--- src/rtl/lc3_mem_responder_pkg.sv ---
// Shared types and constants for the LC-3 memory responder.
package lc3_mem_pkg;

  localparam int          DATA_W  = 16;
  localparam logic [15:0] IO_ADDR = 16'hFFFF;

  typedef enum logic [1:0] {
    IDLE   = 2'd0,
    ACCESS = 2'd1,
    DONE   = 2'd2
  } mem_state_t;

endpackage

--- src/rtl/lc3_mem_responder_if.sv ---
// CPU-side request/response bus between the LC-3 core (master) and the
// memory responder (slave).
interface lc3_mem_if;
  import lc3_mem_pkg::*;

  logic              req;
  logic              we;
  logic [DATA_W-1:0] addr;
  logic [DATA_W-1:0] wdata;
  logic [DATA_W-1:0] rdata;
  logic              ready;
  logic              busy;

  modport master (
    output req, we, addr, wdata,
    input  rdata, ready, busy
  );

  modport slave (
    input  req, we, addr, wdata,
    output rdata, ready, busy
  );
endinterface

--- src/rtl/lc3_mem_responder_sync2.sv ---
// Two-flop synchronizer with synchronous active-low clear.
module sync2 #(
  parameter int WIDTH = 1
) (
  input  logic             clk,
  input  logic             rst_n_i,
  input  logic [WIDTH-1:0] d_i,
  output logic [WIDTH-1:0] q_o
);

  logic [WIDTH-1:0] meta_q;
  logic [WIDTH-1:0] sync_q;

  // Two back-to-back flops give the first stage a full cycle to settle.
  always_ff @(posedge clk) begin
    if (!rst_n_i) begin
      meta_q <= '0;
      sync_q <= '0;
    end else begin
      meta_q <= d_i;
      sync_q <= meta_q;
    end
  end

  assign q_o = sync_q;

endmodule

--- src/rtl/lc3_mem_responder.sv ---
// LC-3 memory responder: turns CPU MAR/MDR requests into timed SRAM
// accesses and returns read data with a one-cycle ready pulse.
// Optional macro LC3_MEM_IO_MAP_EN maps address 0xFFFF to board switches
// (read) and the hex-display register (write); without it every address,
// including 0xFFFF, goes to SRAM and hex_out is tied low.
//
// state  | meaning
// IDLE   | waiting for req; an accepted request launches the access
// ACCESS | SRAM strobes active, down-counter running to zero
// DONE   | strobes released, ready pulse is raised on leaving
module lc3_mem_responder
  import lc3_mem_pkg::*;
#(
  parameter int WAIT_STATES = 2,
  parameter int SRAM_AW     = 20
) (
  input  logic               clk,
  input  logic               reset,
  lc3_mem_if.slave           cpu,
  output logic [SRAM_AW-1:0] sram_addr,
  output logic [DATA_W-1:0]  sram_wdata,
  input  logic [DATA_W-1:0]  sram_rdata,
  output logic               sram_ce_n,
  output logic               sram_oe_n,
  output logic               sram_we_n,
  input  logic [DATA_W-1:0]  sw,
  output logic [DATA_W-1:0]  hex_out
);

  localparam logic [3:0] WS = 4'(WAIT_STATES);

  mem_state_t         state_q;
  logic [3:0]         cnt_q;
  logic               we_q;
  logic [DATA_W-1:0]  rdata_q;
  logic               ready_q;
  logic [SRAM_AW-1:0] sram_addr_q;
  logic [DATA_W-1:0]  sram_wdata_q;
  logic               ce_n_q;
  logic               oe_n_q;
  logic               we_n_q;
  logic               is_io;

`ifdef LC3_MEM_IO_MAP_EN
  logic [DATA_W-1:0]  sw_sync;
  logic [DATA_W-1:0]  hex_q;

  sync2 #(.WIDTH(DATA_W)) u_sw_sync (
    .clk     (clk),
    .rst_n_i (reset),
    .d_i     (sw),
    .q_o     (sw_sync)
  );

  assign is_io   = (cpu.addr == IO_ADDR);
  assign hex_out = hex_q;
`else
  logic unused_sw;

  assign unused_sw = ^sw;
  assign is_io     = 1'b0;
  assign hex_out   = '0;
`endif

  // Access sequencer: state, strobes, wait counter and returned data.
  always_ff @(posedge clk) begin
    if (!reset) begin
      state_q      <= IDLE;
      cnt_q        <= '0;
      we_q         <= 1'b0;
      rdata_q      <= '0;
      ready_q      <= 1'b0;
      sram_addr_q  <= '0;
      sram_wdata_q <= '0;
      ce_n_q       <= 1'b1;
      oe_n_q       <= 1'b1;
      we_n_q       <= 1'b1;
`ifdef LC3_MEM_IO_MAP_EN
      hex_q        <= '0;
`endif
    end else begin
      ready_q <= 1'b0;
      case (state_q)
        IDLE: begin
          if (cpu.req) begin
            we_q <= cpu.we;
            if (is_io) begin
`ifdef LC3_MEM_IO_MAP_EN
              if (cpu.we) hex_q   <= cpu.wdata;
              else        rdata_q <= sw_sync;
`endif
              state_q <= DONE;
            end else begin
              cnt_q        <= WS;
              sram_addr_q  <= SRAM_AW'(cpu.addr);
              sram_wdata_q <= cpu.wdata;
              ce_n_q       <= 1'b0;
              oe_n_q       <= cpu.we;
              we_n_q       <= ~cpu.we;
              state_q      <= ACCESS;
            end
          end
        end
        ACCESS: begin
          if (cnt_q == 4'd0) begin
            if (!we_q) rdata_q <= sram_rdata;
            ce_n_q  <= 1'b1;
            oe_n_q  <= 1'b1;
            we_n_q  <= 1'b1;
            state_q <= DONE;
          end else begin
            cnt_q <= cnt_q - 4'd1;
            // Release WE one cycle early so address/data are held past it.
            if (cnt_q == 4'd1) we_n_q <= 1'b1;
          end
        end
        DONE: begin
          ready_q <= 1'b1;
          state_q <= IDLE;
        end
        default: state_q <= IDLE;
      endcase
    end
  end

  assign cpu.rdata  = rdata_q;
  assign cpu.ready  = ready_q;
  assign cpu.busy   = (state_q != IDLE);
  assign sram_addr  = sram_addr_q;
  assign sram_wdata = sram_wdata_q;
  assign sram_ce_n  = ce_n_q;
  assign sram_oe_n  = oe_n_q;
  assign sram_we_n  = we_n_q;

endmodule
--- src/flat_wrapper.sv ---
// flat-port wrapper written by rule: the top's interface ports become plain ports
module lc3_mem_responder_flat import lc3_mem_pkg::*;
#(
  parameter int WAIT_STATES = 2,
  parameter int SRAM_AW     = 20
)
  (clk, reset, sram_addr, sram_wdata, sram_rdata, sram_ce_n, sram_oe_n, sram_we_n, sw, hex_out, cpu_req, cpu_we, cpu_addr, cpu_wdata, cpu_rdata, cpu_ready, cpu_busy);
  lc3_mem_if cpu_i ();
  input  logic clk;
  input  logic reset;
  output logic [SRAM_AW-1:0] sram_addr;
  output logic [DATA_W-1:0] sram_wdata;
  input  logic [DATA_W-1:0] sram_rdata;
  output logic sram_ce_n;
  output logic sram_oe_n;
  output logic sram_we_n;
  input  logic [DATA_W-1:0] sw;
  output logic [DATA_W-1:0] hex_out;
  input wire logic [$bits(cpu_i.req)-1:0] cpu_req;
  input wire logic [$bits(cpu_i.we)-1:0] cpu_we;
  input wire logic [$bits(cpu_i.addr)-1:0] cpu_addr;
  input wire logic [$bits(cpu_i.wdata)-1:0] cpu_wdata;
  output wire logic [$bits(cpu_i.rdata)-1:0] cpu_rdata;
  output wire logic [$bits(cpu_i.ready)-1:0] cpu_ready;
  output wire logic [$bits(cpu_i.busy)-1:0] cpu_busy;
  assign cpu_i.req = cpu_req;
  assign cpu_i.we = cpu_we;
  assign cpu_i.addr = cpu_addr;
  assign cpu_i.wdata = cpu_wdata;
  assign cpu_rdata = cpu_i.rdata;
  assign cpu_ready = cpu_i.ready;
  assign cpu_busy = cpu_i.busy;
  lc3_mem_responder #(.WAIT_STATES(WAIT_STATES), .SRAM_AW(SRAM_AW)) u_core (.clk(clk), .reset(reset), .cpu(cpu_i), .sram_addr(sram_addr), .sram_wdata(sram_wdata), .sram_rdata(sram_rdata), .sram_ce_n(sram_ce_n), .sram_oe_n(sram_oe_n), .sram_we_n(sram_we_n), .sw(sw), .hex_out(hex_out));
endmodule
--- config.mk ---
export PLATFORM = sky130hd
export DESIGN_NAME = lc3_mem_responder_flat
export DESIGN_NICKNAME = d
export VERILOG_FILES = /design/src/rtl/lc3_mem_responder_pkg.sv /design/src/rtl/lc3_mem_responder_if.sv /design/src/rtl/lc3_mem_responder_sync2.sv /design/src/rtl/lc3_mem_responder.sv /design/src/flat_wrapper.sv
export SDC_FILE = /design/constraint.sdc
export NUM_CORES = 1
export LEC_CHECK = 0
export CAP_MARGIN = 40
export CORE_ASPECT_RATIO = 0.75
export CORE_MARGIN = 4
export CORE_UTILIZATION = 25
export DETAILED_ROUTE_END_ITERATION = 8
export SYNTH_ARGS = -nofsm -noshare
export SYNTH_HDL_FRONTEND = slang
export SYNTH_SLANG_ARGS = --single-unit
--- constraint.sdc ---
create_clock -name clk -period 4.6 [get_ports clk]
set_input_delay 0.69 -clock clk [delete_from_list [all_inputs] [get_ports clk]]
set_output_delay 0.69 -clock clk [all_outputs]
set_load 0.03 [all_outputs]
-- Yosys cells after proc, flatten, opt, wreduce, memory -nomap -nowiden
Index checks and enable logic that the tools add are counted.
- add/subtract/negate cells: 1
- eq/ne operators: 7
- multiplexer cells: 16
- bitwise operators: 2
- reduce and logical (&&, ||, !) cells: 10
- operators with widths (cell ; count):
    AND reduction 3 bit ; 4
    2-to-1 mux 4 bit ; 2
    case mux 4 bit (2 select lines) ; 1
    2-to-1 mux 1 bit ; 7
    case mux 1 bit (2 select lines) ; 3
    equality test 4 x 1 -> 1 bit (second input constant) ; 1
    logical NOT 4 bit ; 1
    2-to-1 mux 2 bit ; 2
    != test 2 bit (second input constant) ; 2
    case mux 2 bit (2 select lines) ; 1
    AND reduction 2 bit ; 2
    nonzero test 2 bit ; 2
    subtractor 4 x 1 -> 4 bit (second input constant) ; 1
    != test 3 x 1 -> 1 bit (second input constant) ; 1
    equality test 2 x 1 -> 1 bit (second input constant) ; 1
    equality test 2 bit (second input constant) ; 1
    logical NOT 2 bit ; 1
    != test 2 x 1 -> 1 bit (second input constant) ; 1
    inverter 1 bit ; 2
- bits in registers: 59
- bits of input ports: 68
- output and inout bits: 73
- word-level logic and storage cells: 46

-- Depth between registers and ports, before layout
Gate-level depths: netlist (run 1).
- word-level depth: 4
- gate-level depth with buffers: 8
- depth with buffers taken out: 6

-- Worst setup path after synthesis (run 1)
OpenSTA, ideal clock, no wires.
- path type: reg2reg
- start: reg u_core.cnt_q[0]
- end: reg u_core.rdata_q[0], in the netlist u_core.cpu.rdata[0]
- setup time: 0.116 ns
- arrival time: 1.402 ns
- data required time: 4.484 ns
- setup slack: 3.081 ns
- cell stages (with the launch flop): 9
- buffers on the path: 2
- clock period less this slack: 1.519 ns
- cells stage by stage: dfxtp_1 > inv_1 > ha_1 > nor3b_2 > nand3b_1 > buf_4 > buf_6 > mux2i_1 > nor2b_1
- longest elaborated chain between the ends: 2
- ends and longest elaborated chain (what ; RTL line ; source):
    from (decl) ; lc3_mem_responder.sv:33 ; logic [3:0] cnt_q;
    from (signal assigned) ; lc3_mem_responder.sv:112 ; cnt_q <= cnt_q - 4'd1;
    logical NOT 4 bit ; lc3_mem_responder.sv:105 ; if (cnt_q == 4'd0) begin
    AND reduction 3 bit (no line) ; -- ;
    to (signal assigned) ; lc3_mem_responder.sv:106 ; if (!we_q) rdata_q <= sram_rdata;
    to (decl) ; lc3_mem_responder.sv:35 ; logic [DATA_W-1:0] rdata_q;
Every way passes these cells.
A chain may end at the register's enable or synchronous reset.

-- Final worst setup path (run 1)
- start: reg u_core.state_q[0]
- end: out cpu_busy
- longest elaborated chain between the ends: 1
- ends and longest elaborated chain (what ; RTL line ; source):
    from (decl) ; lc3_mem_responder.sv:32 ; mem_state_t state_q;
    from (signal assigned) ; lc3_mem_responder.sv:68 ; state_q <= IDLE;
    from (signal assigned) ; lc3_mem_responder.sv:92 ; state_q <= DONE;
    from (signal assigned) ; lc3_mem_responder.sv:100 ; state_q <= ACCESS;
    nonzero test 2 bit ; lc3_mem_responder.sv:128 ; assign cpu.busy = (state_q != IDLE);
    to (decl) ; flat_wrapper.sv:25 ; output wire logic [$bits(cpu_i.busy)-1:0] cpu_busy;
Every way passes these cells.

==> impl_metrics.py, run 1 <==
metrics = {
    "pwr": {
        "power_density_nw_per_um2": 445,
        "p_leak_nw": 1.56,
        "switching_share_pct": 28.4,
        "p_sw_uw": 484,
        "sequentialPowerShare_pct": 35.1,
        "p_clk_share_pct": 39.6,
        "p_comb_share_pct": 25.4,
        "ir_worst_vdd_v": 0.000241,
        "power.internal_mw": 1.22,
    },
    "die": {
        "num_rows": 30,
        "start_util_pct": 26.3,
        "dieArea_um2": 11400,
        "design.portCount": 141,
        "die_w_um": 122,
        "die_height_um": 93.7,
        "core_um2": 9310,
    },
    "synthesis": {
        "synth_top_cell_by_area": "dfxtp_1",
        "ys_warn_count": 0,
        "synth.distinct_cells": 36,
        "synth_seq_cells": 59,
        "synth_cells": 268,
        "netlist.area_leader.share_pct": 48.3,
        "syn_avg_cell_area_um2": 9.13,
        "ys_top_cells_by_area": "dfxtp_1, nand2_1, a21boi_1, mux2i_1, buf_4",
        "synth_area_um2": 2450,
        "seq_area_frac_synth_pct": 48.3,
    },
    "setup_path": {
        "crit_buf_inv": 1,
        "endpoint_kind": "primary output",
        "worstPathCellList": "or2_2 -> clkdlybuf4s50_1",
        "startpoint_type": "flip-flop",
        "cp_top_family": "buffers and inverters",
        "worst_path_max_delay_cell": "clkdlybuf4s50_1",
        "crit_path_max_incr_delay_ns": 0.68,
        "cp.arrival_ns": 1.65,
        "required_ns": 3.91,
        "crit_fanout": 9,
        "reg2reg_slack_ns": 2.77,
        "crit_type": "flip-flop to primary output",
    },
    "layout": {
        "drive_gt1_share_pct": 5.85,
        "syn_to_final_growth_pct": 57.0,
        "diodes": 0,
        "seqCellArea_um2": 1180,
        "final_cell_area_um2": 3840,
        "layout_common_cells": "clkdlybuf4s50_1, nand2_1, dfxtp_1",
        "fillers": 949,
        "final_cells": 504,
        "nNetsFinal": 441,
        "final_common_cell": "clkdlybuf4s50_1",
        "multi_input_area_um2": 1100,
    },
    "place": {
        "port_buffers": 104,
        "routabilityCongestion": 0.753,
        "placed_cell_area_um2": 3530,
        "place_inst": 488,
        "hpwl_mm": 4.49,
    },
    "timing": {
        "finalSetupViolCount": 0,
        "finalCriticalPeriod_ns": 2.34,
        "slew_viol_final": 0,
        "worst_slew_pin_slew_ns": 0.715,
        "min_period_over_period_pct": 50.8,
        "hold_slack_ns": 0.448,
        "max_freq_mhz": 428,
        "worst_clock_skew_ns": 0.00364,
        "hold_viol_final": 0,
        "tns_ns": 0,
        "rsz0062_at_grt": "false",
        "slew_headroom_pct": 52.2,
    },
    "clock_network": {
        "clk_latency_ns": 0.32,
        "clockBufferDepth": 2,
        "cts_hold_buf": 0,
        "cts_tree": "done",
        "numCtsBuffers": 9,
        "cts.htree.levels": 3,
        "cts_root_buf": "clkbuf_16",
        "cts_setup_buffers": 0,
        "path_clk_slew_ns": 0.05,
        "clock-sinks": 59,
        "cts-resized-gates": 0,
    },
    "route": {
        "drcViolationCount": 0,
        "viasPerCell": 3.97,
        "detail_route.iter0.violations": 61,
        "drt_pass1_iterations": 4,
        "vias": 2000,
        "ant_nets": 0,
        "wl_per_cell_um": 12.3,
        "drt-total-wl_mm": 6.20,
    },
    "global_route": {
        "grt_overflow": 0,
        "grt_pass1_wl_mm": 9.63,
        "antenna_found_initial": 0,
        "track_usage_pct": 11.0,
        "first_global_vias": 1974,
        "grt_max_degree": 36,
    },
    "min_path": {
        "worstHoldPathType": "flip-flop to flip-flop",
    },
    "job": {
        "drv_cap": 0,
    },
    "run_status": {
        "status": "complete, no violations",
    },
}
==> stage by stage <==
| stage | utilization, % | worst slack, ns | power [mW] |
|---|---|---|---|
| final | 41.3 | 2.26 | 1.71 |
| after CTS | 41.3 | 2.22 | 1.74 |
| after detailed placement | 37.9 | 2.05 | 1.05 |
| after global routing | 41.3 | 2.18 | 1.80 |
| after floorplan | - | 3.08 | 0.890 |
| after global placement | 37.8 | 2.05 | 1.04 |
==> power groups by stage <==
stage          clock network, mW  registers, mW  logic (mW)
2_1_floorplan                  0          0.688       0.202
3_3_place_gp                   0          0.607       0.433
3_5_place_dp                   0          0.609       0.438
4_1_cts                    0.704          0.599       0.441
5_1_grt                    0.724          0.606       0.466
6_report                   0.675          0.599       0.433
==> cells by family after synthesis <==
kind of cell               Yosys count  share of synthesized area, %
and+or+nand+nor                    106                          20.3
xor gates and xnor gates             2                         0.716
AOI/OAI and AO/OA                   44                          13.3
muxes                               16                          6.55
other                                1                         0.153
adders and majority gates            2                          1.02
buffers and inverters               38                          9.72
DFF                                 59                          48.3
==> metal layers <==
layer  wire length (um)  vias to the layer above  GRT usage [%]
li1                   -                     1037              -
met1               2750                      892           12.4
met2               2880                       63           17.9
met3                477                        8           5.12
met4                 91                        0           4.47
met5                  0                        -              0
==> Yosys cell counts <==
library cell,count
a21boi_0,4
buf_6,1
nor3_1,2
inv_1,3
nand2b_1,1
clkbuf_1,6
nor3b_2,1
buf_2,7
nor2_1,6
and2b_1,1
and2_1,1
nor2b_1,17
nor3b_1,3
o211a_1,1
conb_1,1
o31a_1,1
or2_1,1
o21ai_0,2
xnor2_1,2
o21bai_1,2
or2_2,1
nand3_1,1
nand3b_1,1
and3_1,1
a21oi_1,2
dfxtp_1,59
a21boi_1,29
o22ai_1,1
ha_1,2
nand2_1,67
mux2i_1,16
a21bo_2,1
buf_4,21
and4bb_2,1
or3_1,1
o21a_1,1
==> path summary, 6_finish.rpt <==
kind                                      start                                 end  cells after the start
min reg2reg  u_core.sram_wdata[11]$_SDFFE_PN0P_  u_core.sram_wdata[11]$_SDFFE_PN0P_                      2
max reg2reg        u_core.cnt_q[0]$_SDFFE_PN0P_   u_core.cpu.rdata[13]$_SDFFE_PN0P_                      7
min          u_core.sram_wdata[11]$_SDFFE_PN0P_  u_core.sram_wdata[11]$_SDFFE_PN0P_                      2
max              u_core.state_q[0]$_SDFFE_PN0P_                            cpu_busy                      2
==> state kept, by name (all words and copies together) (netlist names), 2 cells and up <==
register and flops:
u_core.cnt_q 4, u_core.cpu.rdata 16, u_core.sram_addr 16, u_core.sram_wdata 16, u_core.state_q 2
==> layout make-up <==
type / instances / area share (%)
sequential: 59 / 30.8
multi-input combinational: 190 / 28.7
timing repair buffer: 108 / 28.1
clock buffer: 15 / 7.23
tap: 128 / 4.17
clock inverter: 1 / 0.782
inverter: 3 / 0.293
==> tightest hold or removal path: cells and delay by family (launching register included) <==
| family | cells | cell delay [ns] |
|---|---|---|
| AOI/OAI and AO/OA | 1 | 0.05 |
| DFF | 1 | 0.30 |
| and+or+nand+nor | 1 | 0.05 |
Note: power is estimated with default switching activity, not from simulation.
==> inputs of run 2 (changes only) <==
==> constraint.sdc (replaced) <==
create_clock -name clk -period 2 [get_ports clk]
set_input_delay 0.3 -clock clk [delete_from_list [all_inputs] [get_ports clk]]
set_output_delay 0.3 -clock clk [all_outputs]
set_load 0.03 [all_outputs]
==> impl_metrics.py, run 2 (synthesized netlist as in run 1, its figures left out) <==
metrics = {
    "layout": {
        "multi_input_area_um2": 1100,
        "nNetsFinal": 442,
        "utilization_pct": 41.3,
        "diodes": 0,
        "seqCellArea_um2": 1180,
        "fillers": 939,
        "drive_gt1_share_pct": 6.40,
        "layout_common_cells": "clkdlybuf4s50_1, nand2_1, dfxtp_1",
        "syn_to_final_growth_pct": 57.3,
        "final_common_cell": "clkdlybuf4s50_1",
    },
    "global_route": {
        "grt_pass1_wl_mm": 9.98,
        "use_met2_pct": 18.5,
        "met3_usage_pct": 5.00,
        "antenna_found_initial": 0,
        "first_global_vias": 2067,
        "grt.busiest_layer": "met2",
        "grt_overflow": 0,
        "grtUsageMet1_pct": 12.6,
        "grt_max_degree": 59,
        "track_usage_pct": 11.1,
    },
    "setup_path": {
        "reg2reg_depth": 6,
        "cp-startpoint": "u_core.state_q[0]$_SDFFE_PN0P_",
        "endpoint": "cpu_busy",
        "crit_path_max_incr_delay_ns": 0.50,
        "crit_type": "flip-flop to primary output",
        "cp_top_family": "flip-flops",
        "endpoint_kind": "primary output",
        "worstPathCellList": "or2_2 -> dlygate4sd2_1",
        "worst_path_max_delay_cell": "dfxtp_1",
        "required_ns": 1.70,
        "cp.depth": 2,
        "timing.rr.end": "u_core.cnt_q[0]$_SDFFE_PN0P_",
        "reg2reg_slack_ns": 0.40,
        "startpoint_type": "flip-flop",
        "regToRegStartpoint": "u_core.cnt_q[0]$_SDFFE_PN0P_",
        "cp.arrival_ns": 1.40,
        "crit_fanout": 9,
        "crit_buf_inv": 1,
    },
    "run_status": {
        "status": "complete, no violations",
    },
    "pwr": {
        "ir_worst_vdd_v": 0.000547,
        "power_density_nw_per_um2": 979,
        "p_leak_nw": 1.57,
    },
    "die": {
        "dieArea_um2": 11400,
        "die_w_um": 122,
        "core_um2": 9310,
        "num_rows": 30,
        "design.portCount": 141,
        "die_height_um": 93.7,
        "start_util_pct": 26.3,
    },
    "timing": {
        "min_period_over_period_pct": 84.9,
        "hold_viol_final": 0,
        "worst_clock_skew_ns": 0.00323,
        "max_freq_mhz": 589,
        "slew_viol_final": 0,
        "finalSetupViolCount": 0,
        "rsz0062_at_grt": "false",
        "tns_ns": 0,
        "finalCriticalPeriod_ns": 1.70,
    },
    "clock_network": {
        "path_clk_slew_ns": 0.05,
        "cts_tree": "done",
        "numCtsBuffers": 9,
        "clockBufferDepth": 2,
        "clock-sinks": 59,
        "cts.htree.levels": 3,
        "cts_root_buf": "clkbuf_16",
        "clk_latency_ns": 0.32,
    },
    "route": {
        "ant_nets": 0,
        "drt_pass1_iterations": 4,
        "drcViolationCount": 0,
        "vias": 2027,
        "drt-total-wl_mm": 6.09,
        "wl_per_cell_um": 12.1,
        "viasPerCell": 4.03,
        "detail_route.iter0.violations": 65,
    },
    "job": {
        "drv_cap": 0,
    },
    "place": {
        "hpwl_mm": 4.35,
        "routabilityCongestion": 0.773,
        "port_buffers": 104,
    },
    "min_path": {
        "worstHoldPathType": "flip-flop to flip-flop",
    },
}
-- run 2: cell count changes in the layout (fill, tap and decap cells not counted), sizes merged --
cell | previous run | this run
dlygate4sd2 | 0 | 1
bufinv | 1 | 0
buf | 4 | 5
clkbuf | 15 | 11
clkdlybuf4s50 | 104 | 103
clkinv | 0 | 3
-- run 2: worst min-delay path by stage --
stage,startpoint,to,slack [ns],cells after the start
2_1_floorplan,u_core.we_q$_SDFFE_PN0P_,u_core.we_q$_SDFFE_PN0P_,0.43,2
3_3_place_gp,u_core.sram_addr[9]$_SDFFE_PN0P_,u_core.sram_addr[9]$_SDFFE_PN0P_,0.44,2
3_5_place_dp,u_core.sram_addr[4]$_SDFFE_PN0P_,u_core.sram_addr[4]$_SDFFE_PN0P_,0.45,2
4_1_cts,u_core.sram_addr[4]$_SDFFE_PN0P_,u_core.sram_addr[4]$_SDFFE_PN0P_,0.45,2
5_1_grt,u_core.sram_wdata[3]$_SDFFE_PN0P_,u_core.sram_wdata[3]$_SDFFE_PN0P_,0.47,2
6_report,u_core.sram_addr[1]$_SDFFE_PN0P_,u_core.sram_addr[1]$_SDFFE_PN0P_,0.45,2
-- run 2: where the power goes --
group | switching (mW) | internal (mW) | total, mW
logic | 0.554 | 0.469 | 1.02
registers | 0.0770 | 1.30 | 1.38
clock network | 0.485 | 0.882 | 1.37
-- run 2: stage by stage --
stage	cells	power (mW)	cell area [um2]	worst slack (ns)	hold slack (ns)
after floorplan	287	2.05	2520	0.481	0.430
after global placement	489	2.43	3580	0.211	0.440
after detailed placement	489	2.44	3580	0.163	0.447
after CTS	503	3.85	3850	0.257	0.453
after global routing	503	3.98	3850	0.200	0.474
final	503	3.77	3850	0.302	0.449
-- run 2: worst reg2reg max path, cell delays in order, from the launching register on --
cell	delay, ns
dfxtp_1	0.37
inv_1	0.08
ha_1	0.24
and4bb_2	0.28
nor2_1	0.27
nor2_1	0.07
o21a_1	0.18
-- run 2: metal layers --
layer  vias to the layer above  part of all wire, %
met3                         8                  9.1
met2                        68                   46
met1                       915                   43
met4                         0                  1.3
met5                         -                    0
li1                       1036                    -
-- run 2: area by class of cell --
type                       count  share of cell area, %
sequential                    59                   30.7
timing repair buffer         109                   29.3
multi-input combinational    190                   28.6
clock buffer                  11                   6.57
tap                          128                   4.16
clock inverter                 3                  0.390
inverter                       3                  0.293
-- run 2: what timing repair did --
action | in CTS | in global routing
buffers inserted | 0 | 0
setup endpoints to repair | 1 | 0
hold buffers | 0 | 0
gates resized for setup | 1 | 0
